**src/rtl/demux_1to8_1bit_seq.sv**
```systemverilog
// Serial-to-parallel 1:8 demux: steps a dual-rail slot index, stages slots 0..6,
// presents a full frame on Out0..Out7 with a Valid/Ack handshake. Optional: OVERRUN_FLAG_EN.
module demux_1to8_1bit_seq #(
   parameter int DATA_W = 1
) (
   input  logic              Clock,
   input  logic              Reset,
   input  logic [DATA_W-1:0] In,
   input  logic              Enable,
   input  logic              Clear,
   input  logic              Ack,
   output logic [2:0]        Select,
   output logic [2:0]        _Select,
   output logic              Ready,
   output logic [DATA_W-1:0] Out0,
   output logic [DATA_W-1:0] Out1,
   output logic [DATA_W-1:0] Out2,
   output logic [DATA_W-1:0] Out3,
   output logic [DATA_W-1:0] Out4,
   output logic [DATA_W-1:0] Out5,
   output logic [DATA_W-1:0] Out6,
   output logic [DATA_W-1:0] Out7,
`ifdef OVERRUN_FLAG_EN
   output logic              Overrun,
`endif
   output logic              Valid
);

   logic [2:0]             sel_q, sel_d;
   logic [2:0]             nsel_q, nsel_d;
   logic [7:0][DATA_W-1:0] stg_q, stg_d;
   logic [7:0][DATA_W-1:0] out_q, out_d;
   logic                   valid_q, valid_d;
   logic                   ready, accept, complete;

   // Only a held, unacknowledged frame with slot 7 pending can stall the lane.
   assign ready    = !(valid_q && sel_q == 3'd7);
   assign accept   = Enable && ready && !Clear;
   assign complete = accept && sel_q == 3'd7;

   always_comb begin
      sel_d   = sel_q;
      stg_d   = stg_q;
      out_d   = out_q;
      valid_d = valid_q;
      if (Clear) begin
         sel_d = 3'd0;
      end else if (accept) begin
         stg_d[sel_q] = In;
         sel_d        = sel_q + 3'd1;
      end
      // Complement rail is registered from the same next value, so it never glitches apart.
      nsel_d = ~sel_d;
      if (complete) begin
         out_d   = {In, stg_q[6:0]};
         valid_d = 1'b1;
      end else if (valid_q && Ack) begin
         valid_d = 1'b0;
      end
   end

   always_ff @(posedge Clock or posedge Reset) begin
      if (Reset) begin
         sel_q   <= 3'd0;
         nsel_q  <= 3'd7;
         stg_q   <= '0;
         out_q   <= '0;
         valid_q <= 1'b0;
      end else begin
         sel_q   <= sel_d;
         nsel_q  <= nsel_d;
         stg_q   <= stg_d;
         out_q   <= out_d;
         valid_q <= valid_d;
      end
   end

`ifdef OVERRUN_FLAG_EN
   logic ovr_q, ovr_d;

   always_comb begin
      ovr_d = ovr_q;
      if (Clear)                 ovr_d = 1'b0;
      else if (Enable && !ready) ovr_d = 1'b1;
   end

   always_ff @(posedge Clock or posedge Reset) begin
      if (Reset) ovr_q <= 1'b0;
      else       ovr_q <= ovr_d;
   end

   assign Overrun = ovr_q;
`endif

   assign Select  = sel_q;
   assign _Select = nsel_q;
   assign Ready   = ready;
   assign Valid   = valid_q;
   assign Out0    = out_q[0];
   assign Out1    = out_q[1];
   assign Out2    = out_q[2];
   assign Out3    = out_q[3];
   assign Out4    = out_q[4];
   assign Out5    = out_q[5];
   assign Out6    = out_q[6];
   assign Out7    = out_q[7];

endmodule

```
**config.mk**
```make
export PLATFORM = sky130hd
export DESIGN_NAME = demux_1to8_1bit_seq
export DESIGN_NICKNAME = d
export VERILOG_FILES = /design/src/rtl/demux_1to8_1bit_seq.sv
export SDC_FILE = /design/constraint.sdc
export NUM_CORES = 1
export LEC_CHECK = 0
export CORE_MARGIN = 2
export CORE_UTILIZATION = 35
export CTS_BUF_LIST = sky130_fd_sc_hd__clkbuf_4
export CTS_CLUSTER_SIZE = 30
export DETAILED_ROUTE_END_ITERATION = 16
export GPL_TIMING_DRIVEN = 0
export HOLD_SLACK_MARGIN = 0.03
export PLACE_DENSITY = 0.73
export REMOVE_ABC_BUFFERS = 1
export SYNTH_ARGS = -nofsm -noshare
export SYNTH_HDL_FRONTEND = slang
export SYNTH_SLANG_ARGS = --single-unit
export TNS_END_PERCENT = 20
```
**constraint.sdc**
```tcl
create_clock -name Clock -period 1.6 [get_ports Clock]
set_input_delay 0.24 -clock Clock [delete_from_list [all_inputs] [get_ports Clock]]
set_output_delay 0.24 -clock Clock [all_outputs]
set_load 0.02 [all_outputs]
```
==> results summary <==
The number of flip-flops and latches in the synthesized netlist is 22. The cell family contributing the most delay on the critical path is flip-flops. Along the worst path, the maximum fanout reaches 6. The number of cells in the finished layout apart from fillers is approximately 130. The share of the core filled with cells in the final layout is 0.4970.

The area fraction of the dominant cell type after synthesis came out at 0.4922. The deepest clock path buffer count is 2. For this block, the routed nets add up to between 1500 and 2000 um of wire. The wire length of the first global-routing pass is between 3000 and 4000 um. The via count of the first global-routing pass is approximately 710.

The synthesis warning total is 0. Across all setup checks in the final design, the least slack found is -91.52 ps. The insertion delay of the later-clocked pin in the worst-skew pair came out at approximately 300 ps.

The number of antenna violations at the first check in global routing is 0. Entering global routing, the biggest net connects 23 pins. The largest total area in the synthesized netlist belongs to sky130_fd_sc_hd__dfrtp_1. The post-route fraction of the period consumed by the critical path came out at 1.057. For the worst setup path, the data required time is 1790 ps. After synthesis, the mean cell area works out to ~14 um2. The count of H-tree levels built during CTS came out at 1. The library cell appearing most often on the critical path is sky130_fd_sc_hd__ha_4. The congestion estimate from routability-driven global placement came to between 0.8 and 0.9. The run finished, with violations left. Setup violations remaining at the end of the flow were counted as 6. In this run the tightest slew margin relative to its limit is 0.4594. The most common cell after layout, fill and taps aside is sky130_fd_sc_hd__dfrtp_1. The total core area came out at 0.002686 mm2. The cell count after synthesis is 71. The buffers plus inverters on the worst setup path is 2. After synthesis, the netlist uses 22 different library cells. For this design, the slowest cell found on the critical path is sky130_fd_sc_hd__dfrtp_2. The static leakage power came out at 0.5985 nW.

The number of max-slew violations in the final report is 0. The routed wire length per instance came out at ~15 um. Setup repair after global routing could not meet its margin everywhere.

The number of placed instances, taps included came out at roughly 120. The remaining antenna violation count after routing is 0. After clock tree synthesis, the clock-pin slew on the worst setup and hold paths is 120 ps. For this block, the initial DRC count from the detailed router was 10. The area growth from synthesis to layout is 38.21%. The CTS sink count is 22. The residual overflow from global routing is 0. Traced cell by cell, the critical path runs through ha_4 -> ha_4 -> and2_4 -> clkinv_4 -> buf_6 -> nand4b_1 -> mux2_4. The critical setup path kind is flop to flop. The minimum period implied by the final worst setup slack came out at 1692 ps. The library cells used most frequently in the layout, excluding fill and tap cells, are sky130_fd_sc_hd__dfrtp_1 (16), sky130_fd_sc_hd__mux2_2 (14), sky130_fd_sc_hd__clkdlybuf4s50_1 (12), sky130_fd_sc_hd__dlygate4sd2_1 (8). The TritonCTS buffer count is 3.

The horizontal die dimension is ~57 um. The delay contributed by the slowest stage of the critical path came out at approximately 450 ps. The power density normalized to cell area is 725.1 mW/mm2. The kind of launch point of the worst setup path is a flop. STA classifies the critical path endpoint as a flop. The post-synthesis sequential area ratio came out at 0.5738. The number of DRC violations after detailed routing came out at 0. Derived from the worst setup path, the maximum achievable clock frequency is about 590 MHz.

The checks that failed: negative setup slack. The diode insertion count for antenna repair is 0. The vertical extent of the die came out at 56.54 um. The HPWL after detailed placement came out at between 1000 and 1500 um.

The tree is rooted in a sky130_fd_sc_hd__clkbuf_4. For this design the top-level I/O count stands at 22. Across every metal layer, demand over resource in global routing totals 0.1361. The area of the mapped netlist came out at ~970 um2.

On the final layout, the worst clock skew is roughly 7 ps. The net count of the finished layout is ~110. The clock tree from TritonCTS is done.

The die covers around 0.0032 mm2. The detailed router placed 670 vias in this run. The class of the worst hold path is input port to asynchronous set/reset pin. The first-pass iteration count of the detailed router came out at 4. The largest vdd supply drop came out at between 0.5 and 0.6 mV. In the post-synthesis netlist, the biggest area contributors are sky130_fd_sc_hd__dfrtp_1 (49%), sky130_fd_sc_hd__mux2_2 (17%), sky130_fd_sc_hd__dfstp_2 (8.2%). The final-report hold violation count is 0. For this design, the CTS-stage hold fixing added 0 buffers. The max-capacitance violation count is 0. The slew at the pin with the worst max-slew slack came out at ~800 ps. The port buffer count came out at 21. The starting utilization of the core area is 0.3596.

Of the cells placed in the final design, the portion with a size suffix greater than 1 is 0.4500. The critical path data arrival time came out at around 1900 ps. The standard-cell row count came out at 19. The average vias per placed instance is between 5 and 6.
[metal layers]
layer | vias to the layer above | global-route usage | routed length (um)
met5 | - | 0 | 0
met4 | 0 | 0.06122 | 16
met3 | 2 | 0.03226 | 80
met2 | 13 | 0.2159 | 954
met1 | 339 | 0.1759 | 885
li1 | 316 | - | -
[synth_stat cells, drive strengths merged]
master and instances:
dfrtp 19, mux2 15, a21o 4, a21oi 3, dfstp 3, nand4 3, nand4b 3, o21ai 3
ha 2, inv 2, nand3 2, nor2b 2, and2 1, and2b 1, buf 1, clkinv 1
nand2 1, nand2b 1, nor2 1, nor3b 1, nor4 1, or3 1
[cell families (layout without fill, tap and decap cells)]
group           count (synthesis)  in the layout  share of synthesized area
flops                          22             22                     0.5738
mux                            15             15                     0.1749
buf+inv                         4             33                    0.01683
simple gates                   18             18                     0.1412
fa+ha+maj                       2              2                    0.02590
compound gates                 10             10                    0.06734
[cell type report]
class,instances,area (um2)
Inverter,3,16.27
Tap cell,31,38.79
Multi-Input combinational cell,45,436.7
Sequential cell,22,558.0
Fill cell,263,1351
Timing Repair Buffer,26,255.2
Clock buffer,4,30.03
[where the power goes]
group	switching [mW]	internal, mW
Sequential	0.0147	0.583
Combinational	0.0505	0.0480
Clock	0.158	0.114
Total	0.223	0.745
[registers in the layout, summed over array words and instances, names as in the netlist]
signal / count
Out4: 1
Out5: 1
Out6: 1
Out7: 1
Out2: 1
Valid: 1
stg_q: 7
Out3: 1
Out0: 1
_Select: 3
Select: 3
Out1: 1
[timing repair]
action | CTS | global route
endpoints found under the setup margin | 29 | 18
gates resized for setup | 28 | 1
pin swaps | 3 | 1
setup buffers | 4 | 1
[final timing paths]
kind | endpoint | from | slack (ps) | depth (start not counted)
worst max-delay path | stg_q[0]$_DFFE_PP0P_ | Select[0]$_DFF_PP0_ | -90 | 7
worst min-delay path | Out7$_DFFE_PP0P_ | Reset | 380 | 2
worst max register to register | stg_q[0]$_DFFE_PP0P_ | Select[0]$_DFF_PP0_ | -90 | 7
worst min register to register | Out6$_DFFE_PP0P_ | stg_q[6]$_DFFE_PP0P_ | 520 | 1
max in group asynchronous | Select[0]$_DFF_PP0_ | Reset | 660 | 2
min in group Clock | Select[0]$_DFF_PP0_ | Clear | 380 | 2
[worst reg2reg max path: cells and delay by family (launching register included)]
family | cells | cell delay (ps)
adders and majority gates | 2 | 320
and+or+nand+nor | 2 | 320
DFF | 1 | 450
buffers and inverters | 2 | 170
muxes | 1 | 330
[metrics by stage]
step	instance area, um2	TNS [ps]	hold WS (ps)	power [mW]	setup WS (ps)
6_report	1335	-239.0	375.8	0.9680	-91.52
3_3_place_gp	1210	-6338	485.0	0.6927	-543.6
2_1_floorplan	960.9	-4608	227.0	0.6555	-415.7
5_1_grt	1335	-733.8	364.4	1.015	-142.0
4_1_cts	1311	-194.1	364.0	0.9813	-66.86
3_5_place_dp	1210	-7289	489.2	0.6981	-592.1
Note: power is estimated with default switching activity, not from simulation.
